==> src/rtl/aib_tx_arbiter_pkg.sv <==
// Shared types, widths and the round-robin pick helper for the AIB TX arbiter.
package aib_arb_pkg;

    localparam int unsigned AIB_FLIT_W = 72;
    localparam int unsigned MAX_REQ    = 16;
    localparam int unsigned MAX_IDX_W  = 4;
    localparam int unsigned CNT_W      = MAX_IDX_W + 1;

    typedef enum logic {ARB_IDLE, ARB_LOCKED} arb_state_t;

    // One-hot grant for the first valid requester at ptr, ptr+1, ... wrapping at n.
    function automatic logic [MAX_REQ-1:0] rr_pick(
        input logic [MAX_REQ-1:0]   valid,
        input logic [MAX_IDX_W-1:0] ptr,
        input logic [CNT_W-1:0]     n
    );
        logic [MAX_REQ-1:0] gnt;
        logic               found;
        logic [CNT_W-1:0]   idx;
        gnt   = '0;
        found = 1'b0;
        for (int unsigned i = 0; i < MAX_REQ; i++) begin
            idx = {1'b0, ptr} + CNT_W'(i);
            if (idx >= n) begin
                idx = idx - n;
            end
            if ((CNT_W'(i) < n) && !found && valid[idx[MAX_IDX_W-1:0]]) begin
                gnt[idx[MAX_IDX_W-1:0]] = 1'b1;
                found                   = 1'b1;
            end
        end
        return gnt;
    endfunction

endpackage

==> src/rtl/aib_tx_arbiter_if.sv <==
// Requester-side and adapter-side streams of the AIB TX arbiter.
interface aib_tx_arbiter_if
    import aib_arb_pkg::*;
#(
    parameter int unsigned N_REQ  = 4,
    parameter int unsigned DATA_W = AIB_FLIT_W
);
    logic [N_REQ-1:0]        i_req_valid;
    logic [N_REQ-1:0]        o_req_ready;
    logic [N_REQ*DATA_W-1:0] i_req_data;
    logic [N_REQ-1:0]        i_req_last;
    logic                    o_tx_valid;
    logic                    i_tx_ready;
    logic [DATA_W-1:0]       o_tx_data;

    // Arbiter view.
    modport master (
        input  i_req_valid, i_req_data, i_req_last, i_tx_ready,
        output o_req_ready, o_tx_valid, o_tx_data
    );

    // Requesters plus adapter view.
    modport slave (
        output i_req_valid, i_req_data, i_req_last, i_tx_ready,
        input  o_req_ready, o_tx_valid, o_tx_data
    );
endinterface

==> src/rtl/aib_skid_fifo2.sv <==
// Two-entry registered buffer; in_ready depends only on the occupancy flops.
module aib_skid_fifo2
    import aib_arb_pkg::*;
#(
    parameter int unsigned DATA_W = AIB_FLIT_W
) (
    input  logic              clk,
    input  logic              rst,
    input  logic              in_valid,
    output logic              in_ready,
    input  logic [DATA_W-1:0] in_data,
    output logic              out_valid,
    input  logic              out_ready,
    output logic [DATA_W-1:0] out_data
);
    logic [DATA_W-1:0] mem_q [2];
    logic [DATA_W-1:0] mem_d [2];
    logic              wr_q, wr_d;
    logic              rd_q, rd_d;
    logic [1:0]        cnt_q, cnt_d;
    logic              push, pop;

    assign in_ready  = (cnt_q != 2'd2);
    assign out_valid = (cnt_q != 2'd0);
    assign out_data  = mem_q[rd_q];
    assign push      = in_valid && in_ready;
    assign pop       = out_valid && out_ready;

    // Write/read pointer and occupancy update; simultaneous push and pop keep the count.
    always_comb begin
        mem_d = mem_q;
        wr_d  = wr_q;
        rd_d  = rd_q;
        cnt_d = cnt_q;
        if (push) begin
            mem_d[wr_q] = in_data;
            wr_d        = ~wr_q;
        end
        if (pop) begin
            rd_d = ~rd_q;
        end
        case ({push, pop})
            2'b10:   cnt_d = cnt_q + 2'd1;
            2'b01:   cnt_d = cnt_q - 2'd1;
            default: cnt_d = cnt_q;
        endcase
    end

    // Storage and pointer registers.
    always_ff @(posedge clk) begin
        if (rst) begin
            mem_q <= '{default: '0};
            wr_q  <= 1'b0;
            rd_q  <= 1'b0;
            cnt_q <= 2'd0;
        end else begin
            mem_q <= mem_d;
            wr_q  <= wr_d;
            rd_q  <= rd_d;
            cnt_q <= cnt_d;
        end
    end
endmodule

==> src/rtl/aib_tx_arbiter.sv <==
// Packet-granular round-robin arbiter sharing the AIB adapter TX stream.
module aib_tx_arbiter
    import aib_arb_pkg::*;
#(
    parameter  int unsigned N_REQ  = 4,
    parameter  int unsigned DATA_W = AIB_FLIT_W,
    localparam int unsigned IDW    = $clog2(N_REQ)
) (
    input  logic                 i_bus_clk,
    input  logic                 i_rst,
    aib_tx_arbiter_if.master     bus,
    output logic                 o_busy,
    output logic [IDW-1:0]       o_grant_id
);
    arb_state_t        state_q, state_d;
    logic [IDW-1:0]    gnt_q, gnt_d;
    logic [IDW-1:0]    ptr_q, ptr_d;
    logic [IDW-1:0]    gid_q, gid_d;
    logic [N_REQ-1:0]  pick_oh;
    logic [IDW-1:0]    pick_idx;
    logic [IDW-1:0]    sel_idx;
    logic [N_REQ-1:0]  req_ready_c;
    logic              can_accept;
    logic              accept;
    logic              sel_last;
    logic [DATA_W-1:0] sel_data;

    // Round-robin candidate among currently valid requesters.
    always_comb begin
        pick_oh  = N_REQ'(rr_pick(MAX_REQ'(bus.i_req_valid), MAX_IDX_W'(ptr_q), CNT_W'(N_REQ)));
        pick_idx = '0;
        for (int unsigned r = 0; r < N_REQ; r++) begin
            if (pick_oh[r]) begin
                pick_idx = IDW'(r);
            end
        end
    end

    // Grant FSM: pick in IDLE, hold the grantee through its last beat in LOCKED.
    always_comb begin
        state_d     = state_q;
        gnt_d       = gnt_q;
        ptr_d       = ptr_q;
        gid_d       = gid_q;
        req_ready_c = '0;
        sel_idx     = pick_idx;
        if (state_q == ARB_LOCKED) begin
            sel_idx              = gnt_q;
            req_ready_c[gnt_q]   = can_accept;
        end else if (|bus.i_req_valid) begin
            req_ready_c[pick_idx] = can_accept;
        end
        accept   = |(req_ready_c & bus.i_req_valid);
        sel_last = bus.i_req_last[sel_idx];
        sel_data = bus.i_req_data[sel_idx*DATA_W +: DATA_W];
        if (accept) begin
            gid_d = sel_idx;
            if (sel_last) begin
                state_d = ARB_IDLE;
                ptr_d   = (sel_idx == IDW'(N_REQ - 1)) ? '0 : sel_idx + IDW'(1);
            end else begin
                state_d = ARB_LOCKED;
                gnt_d   = sel_idx;
            end
        end
    end

    // Arbitration state registers.
    always_ff @(posedge i_bus_clk) begin
        if (i_rst) begin
            state_q <= ARB_IDLE;
            gnt_q   <= '0;
            ptr_q   <= '0;
            gid_q   <= '0;
        end else begin
            state_q <= state_d;
            gnt_q   <= gnt_d;
            ptr_q   <= ptr_d;
            gid_q   <= gid_d;
        end
    end

    aib_skid_fifo2 #(.DATA_W(DATA_W)) u_fifo (
        .clk       (i_bus_clk),
        .rst       (i_rst),
        .in_valid  (accept),
        .in_ready  (can_accept),
        .in_data   (sel_data),
        .out_valid (bus.o_tx_valid),
        .out_ready (bus.i_tx_ready),
        .out_data  (bus.o_tx_data)
    );

    assign bus.o_req_ready = req_ready_c;
    assign o_grant_id      = gid_q;
    assign o_busy          = (state_q == ARB_LOCKED) || bus.o_tx_valid;
endmodule

==> src/flat_wrapper.sv <==
// flat-port wrapper written by rule: the top's interface ports become plain ports
module aib_tx_arbiter_flat import aib_arb_pkg::*;
#(
    parameter  int unsigned N_REQ  = 4,
    parameter  int unsigned DATA_W = AIB_FLIT_W,
    localparam int unsigned IDW    = $clog2(N_REQ)
)
  (i_bus_clk, i_rst, o_busy, o_grant_id, bus_i_req_valid, bus_i_req_data, bus_i_req_last, bus_i_tx_ready, bus_o_req_ready, bus_o_tx_valid, bus_o_tx_data);
  aib_tx_arbiter_if #(.N_REQ(N_REQ), .DATA_W(DATA_W)) bus_i ();
  input  logic i_bus_clk;
  input  logic i_rst;
  output logic o_busy;
  output logic [IDW-1:0] o_grant_id;
  input wire logic [$bits(bus_i.i_req_valid)-1:0] bus_i_req_valid;
  input wire logic [$bits(bus_i.i_req_data)-1:0] bus_i_req_data;
  input wire logic [$bits(bus_i.i_req_last)-1:0] bus_i_req_last;
  input wire logic [$bits(bus_i.i_tx_ready)-1:0] bus_i_tx_ready;
  output wire logic [$bits(bus_i.o_req_ready)-1:0] bus_o_req_ready;
  output wire logic [$bits(bus_i.o_tx_valid)-1:0] bus_o_tx_valid;
  output wire logic [$bits(bus_i.o_tx_data)-1:0] bus_o_tx_data;
  assign bus_i.i_req_valid = bus_i_req_valid;
  assign bus_i.i_req_data = bus_i_req_data;
  assign bus_i.i_req_last = bus_i_req_last;
  assign bus_i.i_tx_ready = bus_i_tx_ready;
  assign bus_o_req_ready = bus_i.o_req_ready;
  assign bus_o_tx_valid = bus_i.o_tx_valid;
  assign bus_o_tx_data = bus_i.o_tx_data;
  aib_tx_arbiter #(.N_REQ(N_REQ), .DATA_W(DATA_W)) u_core (.i_bus_clk(i_bus_clk), .i_rst(i_rst), .bus(bus_i), .o_busy(o_busy), .o_grant_id(o_grant_id));
endmodule
==> config.mk <==
export PLATFORM = sky130hd
export DESIGN_NAME = aib_tx_arbiter_flat
export DESIGN_NICKNAME = d
export VERILOG_FILES = /design/src/rtl/aib_tx_arbiter_pkg.sv /design/src/rtl/aib_tx_arbiter_if.sv /design/src/rtl/aib_skid_fifo2.sv /design/src/rtl/aib_tx_arbiter.sv /design/src/flat_wrapper.sv
export SDC_FILE = /design/constraint.sdc
export NUM_CORES = 1
export LEC_CHECK = 0
export BUFFER_PORTS_ARGS = -buffer_cell sky130_fd_sc_hd__buf_4
export CORE_AREA = 2 2 208 210
export DETAILED_ROUTE_END_ITERATION = 8
export DIE_AREA = 0 0 210 212
export PLACE_DENSITY = 0.45
export REMOVE_ABC_BUFFERS = 1
export SETUP_SLACK_MARGIN = 0.1
export SYNTH_ARGS = -nofsm -noshare
export SYNTH_HDL_FRONTEND = slang
export SYNTH_SLANG_ARGS = --single-unit
export TNS_END_PERCENT = 10
==> constraint.sdc <==
create_clock -name i_bus_clk -period 5.4 [get_ports i_bus_clk]
set_input_delay 1.35 -clock i_bus_clk [delete_from_list [all_inputs] [get_ports i_bus_clk]]
set_output_delay 1.35 -clock i_bus_clk [all_outputs]
set_load 0.05 [all_outputs]
# --- After elaboration in Yosys (flattened, before gate mapping) ---
# Index checks and enable logic that the tools add are counted.
# Widths: inputs -> output; s select.
word_totals:
  wordCells: 126
  reg_bits: 155
  output_inout_bits: 80
classes:
  n_bitwise: 11
  order_cmp: 20
  n_addsub: 10
  mul: 1
  reduce_logical: 22
  muxes: 48
  n_eq_ne: 4
  shift: 1
op_table:
  columns: ["op", "count"]
  rows:
  - ["$mux 72", 4]
  - ["$shiftx 288x10->72", 1]
  - ["$bwmux 144", 1]
  - ["$demux 72 s1", 1]
  - ["$mux 4", 10]
  - ["$lt 4x5->1 const B", 4]
  - ["$bmux 1 s4", 4]
  - ["$demux 1 s4", 4]
  - ["$ge 4x1->1 const B", 4]
  - ["$mux 1", 16]
  - ["$ge 5x3->1 const B", 3]
  - ["$and 4x4->4", 3]
  - ["$logic_and 1x1->1", 12]
  - ["$or 4x4->4", 3]
  - ["$lt 2x3->1 const B", 3]
  - ["$mux 2", 4]
  - ["$reduce_or 4->1", 2]
  - ["$sub 4x3->4 const B", 2]
  - ["$add 2x2->3 const B", 2]
  - ["$mul 2x4->6 const B", 1]
  - ["$add 2x1->2 const B", 2]
  - ["$demux 1 s2", 2]
  - ["$eq 2x2->1 const B", 2]
  - ["$ge 2x1->1 const B", 2]
  - ["17 further kinds", 25]

# --- Depth between registers and ports, before layout ---
logic_depth:
  ltp_word: 29
  depth_mapped: 16

# --- Modules after synthesis ---
# A second synthesis with hierarchy kept.
unflattened:
  cells_unflattened: 1260
  area_unflattened_um2: 10213.5
by_module_without_submodules:
  columns: ["module", "area_each_um2", "instances", "cells_each"]
  rows:
  - ["aib_skid_fifo2", 7044.3, 1, 738]
  - ["aib_tx_arbiter", 3169.3, 1, 522]

# --- Worst setup path after synthesis ---
# Ideal clock, no wire load.
synth_timing:
  path_type: "input to output"
  start: "input bus_i_req_valid[2]"
  end: "output bus_o_req_ready[0]"
  arrival_ns: 3.443
  n_path_buf: 0
  path_stages: 7
  path_slack_ns: 0.607
  path_cell_list: "mux2_2 -> and3b_4 -> or2_1 -> a311o_1 -> nor3_2 -> nand2_1 -> o2bb2ai_1"
synth_via:
  elab_chain_cells: 22
  word_cells_on_any_way: 36
synth_lines:
  columns: ["element", "line_no", "text"]
  rows:
  - ["from (decl)", "flat_wrapper.sv:14", "input wire logic [$bits(bus_i.i_req_valid)-1:0] bus_i_req_valid;"]
  - ["$bmux 1 s4", "aib_tx_arbiter_pkg.sv:27", "if ((CNT_W'(i) < n) && !found && valid[idx[MAX_IDX_W-1:0]]) begin"]
  - ["$mux 1 (implied by the code)", "aib_tx_arbiter_pkg.sv:27", null]
  - ["$mux 1", "aib_tx_arbiter_pkg.sv:27", null]
  - ["$logic_not 1->1", "aib_tx_arbiter_pkg.sv:27", null]
  - ["$logic_and 1x1->1", "aib_tx_arbiter_pkg.sv:27", null]
  - ["$mux 1", "aib_tx_arbiter_pkg.sv:27", null]
  - ["$logic_not 1->1", "aib_tx_arbiter_pkg.sv:27", null]
  - ["$logic_and 1x1->1", "aib_tx_arbiter_pkg.sv:27", null]
  - ["[... 5 more ...]", null, null]
  - ["$mux 2 (2 in a row)", "aib_tx_arbiter.sv:33", "if (pick_oh[r]) begin"]
  - ["$lt 2x3->1 (implied by the code) or $ge 2x1->1 (tied branches)", "aib_tx_arbiter.sv:51", "req_ready_c[pick_idx] = can_accept;"]
  - ["$logic_and 1x1->1 (implied by the code)", "aib_tx_arbiter.sv:51", null]
  - ["$mux 1 (implied by the code)", "aib_tx_arbiter.sv:51", null]
  - ["$demux 1 s2", null, null]
  - ["$and 4x4->4 (no source line)", null, null]
  - ["$mux 4 *", "aib_tx_arbiter.sv:50", "end else if (|bus.i_req_valid) begin"]
  - ["$mux 4 *", "aib_tx_arbiter.sv:47", "if (state_q == ARB_LOCKED) begin"]
  - ["to (decl)", "flat_wrapper.sv:18", "output wire logic [$bits(bus_i.o_req_ready)-1:0] bus_o_req_ready;"]
# Mark *: on every way between the ends. The rest lies on a longest branch, timed or not. The select of a mux whose other input is x is not followed.

# --- Worst setup path after layout ---
layout_timing:
  start: "input bus_i_req_valid[2]"
  end: "output bus_o_req_ready[2]"
# The elaborated chain is that of the path after synthesis.

==> metrics.log <==
[metrics] most used cell, CP: sky130_fd_sc_hd__buf_4
[metrics] smallest setup slack after layout: around 610 ps
[metrics] Worst Setup Start Kind: input pin
[metrics] Synth Area in XOR/XNOR: less than 1%
[metrics] number of max-slew violations in the final report: 0
[metrics] register share of total power: roughly 17%
[metrics] placed inst area: between 10,000 and 15,000 sq um
[metrics] Hold Path Cell Cnt: 2
[metrics] sequential area share after synthesis: 29.5%
[metrics] worst-case reg-to-reg path depth: 11
[metrics] number of gates given a new drive strength after cts: 0
[metrics] peak supply drop: roughly 600 uV
[metrics] share of flip-flops with an asynchronous set or reset: 0%
[metrics] number of distinct library cells after synthesis: 49
[metrics] die height: ~210 microns
[metrics] antenna violations before repair: 1
[metrics] ant diodes: 0
[metrics] Max Fclk: approximately 210 MHz
[metrics] number of endpoints failing setup at the final stage: 0
[metrics] count of H-tree levels built during CTS: 4
[metrics] flip-flop and latch count after synthesis: 155
[metrics] count of hold-fix buffers inserted at cts: 0
[metrics] number of optimization iterations in the first detailed-route pass: 5
[metrics] synthesis-to-layout area growth: 35.3%
[metrics] total of warnings raised by yosys: 0
[metrics] Avg Cell Area, Syn: between 7 and 8 sq um
[metrics] pre-CTS setup slack: 383 ps
[metrics] post-route clock skew: 9.73 ps
[metrics] Via density: between 5 and 6
[metrics] multiplexer share of the synthesized area: under 10%
[metrics] clk sink count: roughly 160
[metrics] part of the cycle the worst path needs: about nine tenths
[metrics] power density relative to cell area: 815 nW/um^2
[metrics] clock slew seen by the registers of the worst setup and hold paths: approximately 60 ps
[metrics] area used by sequential logic in the layout: 3110 sq um
[metrics] Leakage Power: 0.00568 uW
[metrics] final weighted congestion of routability-driven global placement: 0.829
[metrics] Hold Violations, Final: 0
[metrics] Post-CTS Setup Bufs: 0
[metrics] I/O pin count: around 380
[metrics] Congestion Overflow GR: 0
[metrics] number of max-capacitance violations reported: 0
[metrics] RSZ-0062 raised after global routing: no
[metrics] delay of the slowest critical-path stage: roughly 410 ps
[metrics] Placeable Area: around 43,000 sq um
[metrics] Max Fanout on Critical Path: 5
[metrics] post-synthesis instance area: roughly 11,000 sq um
[metrics] DRC errors left: 0
[metrics] area taken by multi-input logic gates: between 6000 and 7000 sq um
[metrics] result of the run: finished, final reports clean
[metrics] drt initial violations: 744
[metrics] clock network fraction of design power: about 11%
[metrics] # nets final: between 1,500 and 2,000
[metrics] CTS Buf Count: 17
[metrics] clock buffer depth: 2
[metrics] FP Rows: between 70 and 80
[metrics] relative slew slack: 27.1%
[metrics] clock tree from TritonCTS: done
[metrics] total via count after detailed routing: around 12,000
[metrics] combined global-route utilization of all metal layers: approximately 18%
[metrics] number of flops mapped to enable cells by yosys: 0
[metrics] pin count of the biggest net entering global routing: between 90 and 100
[metrics] area of the die: approximately 45,000 sq um
[metrics] Filler Cells Inserted: roughly 4,600
[metrics] first-pass GRT wire length: 65,000 microns
[metrics] average wire per standard cell: between 15 and 20 microns
[metrics] Post-DRT Antenna Nets: 0
[metrics] cell chain of the critical path: buf_4 > mux2_2 > and3b_4 > or2_1 > a311o_1 > or2_4 > a21oi_1 > inv_1 > buf_4
[metrics] arrival time at the worst endpoint: around 3400 ps
[metrics] main flop type after synthesis: sky130_fd_sc_hd__dfxtp_1
[metrics] Worst setup EP type: output pin
[metrics] number of buffers added on ports: around 380
[metrics] worst setup path category: in2out
[metrics] Power Internal: approximately 5000 uW
[metrics] ratio of cells with drive above 1 in the final layout: 31.8%
[metrics] clock insertion delay at the later pin of the skew report: around 440 ps
[metrics] compound-cell area share of the yosys netlist: between 30% and 40%
[metrics] arithmetic-cell share of the synthesized area counting full adders, half adders and majority gates: 0.953%
[metrics] gate count of the mapped netlist: between 1,000 and 1,500
[metrics] largest family of logic cells by synthesized area: compound AO/OA/AOI/OAI gates
[metrics] Comb power frac: between 70% and 80%
[metrics] data required time at the worst endpoint: approximately 4100 ps
[metrics] Final HPWL DP: ~28,000 microns
[metrics] master cell of the clock root buffer: sky130_fd_sc_hd__clkbuf_16
[metrics] die width: between 200 and 250 microns
[metrics] number of global-route vias before repair: around 12,000
[metrics] final design area excluding fillers: about 14,000 sq um
[metrics] hold crit path type: reg2reg
[metrics] net switching power: 6600 uW
[metrics] slew at the pin with the worst max-slew slack: roughly 1100 ps
[metrics] sw frac: a little under three fifths
[metrics] post-route total power: between 10,000 and 15,000 uW
[metrics] initial core utilization: 24.7%
[metrics] Min Clock Period, post-route: between 4000 and 5000 ps
[metrics] Routed WL: 41,900 microns
[metrics] slowest stage cell on the critical path: sky130_fd_sc_hd__a311o_1
[metrics] basic-gate share of the synthesized area counting and, or, nand and nor cells: 11.7%
-- power groups by stage --
stage	registers [uW]	logic [uW]	clock network, uW
after global routing	2050	9090	1370
after floorplan	1920	5550	0
after global placement	1990	8330	0
final	1980	8320	1290
after detailed placement	2010	8390	0
after CTS	1980	8410	1330
-- flip-flops by register name, indices dropped and copies added, names as in the netlist --
register and flops:
u_core.u_fifo.rd_q 1, u_core.u_fifo.mem_q 144, u_core.ptr_q 2, u_core.o_grant_id 2, u_core.u_fifo.cnt_q 2, u_core.state_q 1, u_core.gnt_q 2, u_core.u_fifo.wr_q 1
-- kinds of logic after synthesis --
family	count (synthesis)
xor+xnor	3
fa+ha+maj	8
mux	82
flops	155
compound gates	604
buf+inv	323
simple gates	208
-- path summary, 6_finish.rpt --
check,end,from,slack [ps]
min reg2reg,u_core.o_grant_id[0],u_core.o_grant_id[0],460
min,u_core.o_grant_id[0],u_core.o_grant_id[0],460
max,bus_o_req_ready[2],bus_i_req_valid[2],610
max reg2reg,u_core.gnt_q[0],u_core.ptr_q[0],720
-- cell usage in the layout (no fill, tap or decap), types with 4 or more instances in the layout --
cell and n:
sky130_fd_sc_hd__and3_1 4, sky130_fd_sc_hd__nand4_1 145, sky130_fd_sc_hd__o21ai_0 127, sky130_fd_sc_hd__o211ai_1 289, sky130_fd_sc_hd__dfxtp_1 153, sky130_fd_sc_hd__nor2_1 19, sky130_fd_sc_hd__nor3_1 5, sky130_fd_sc_hd__a21oi_1 150
sky130_fd_sc_hd__mux2_2 75, sky130_fd_sc_hd__mux2i_1 5, sky130_fd_sc_hd__nand2_1 11, sky130_fd_sc_hd__o21ai_1 20, sky130_fd_sc_hd__ha_1 8, sky130_fd_sc_hd__and2_1 4, sky130_fd_sc_hd__buf_4 398, sky130_fd_sc_hd__inv_1 153
sky130_fd_sc_hd__bufinv_16 4, sky130_fd_sc_hd__clkbuf_16 17
-- cell type report --
cell class / count / share of cell area, %
clock inverter: 11 / 1.20
sequential: 155 / 21.9
inverter: 155 / 4.13
tap: 546 / 4.81
multi-input combinational: 905 / 43.4
clock buffer: 20 / 3.14
timing repair buffer: 401 / 21.4
-- Yosys cell counts (all sizes together) (5+ instances only) --
library cell    n  area, sq um
inv           155          582
ha              8          100
nor2           19         71.3
o211ai        289         2170
nand2          11         41.3
clkbuf        121          454
mux2i           5         50.1
nand4         145          907
mux2           76          856
a21oi         150          751
nor3            6         35.0
buf            47          239
dfxtp         155         3100
o21ai         148          752
-- routing by layer --
layer	up-vias	global-route usage, %	routed length (microns)
li1	5698	-	-
met1	5602	24.3	19200
met2	356	29.5	19200
met3	43	4.34	2710
met4	2	5.21	734
met5	-	0	13
-- worst max-delay path: cells and delay by family --
family	cells	cell delay [ps]
multiplexers	1	270
buffers and inverters	3	410
AO/OA/AOI/OAI	2	710
AND/OR/NAND/NOR	3	700
-- metrics by stage --
stage,hold WS (ps),setup TNS [ps],cells,utilization (%)
6_report,464,0,2193,33.4
5_1_grt,489,0,2193,33.4
4_1_cts,468,0,2193,33.4
3_5_place_dp,459,0,2162,32.0
3_3_place_gp,453,0,2162,32.0
2_1_floorplan,444,-774250,1215,-
Power figures use the tool's default switching activity.
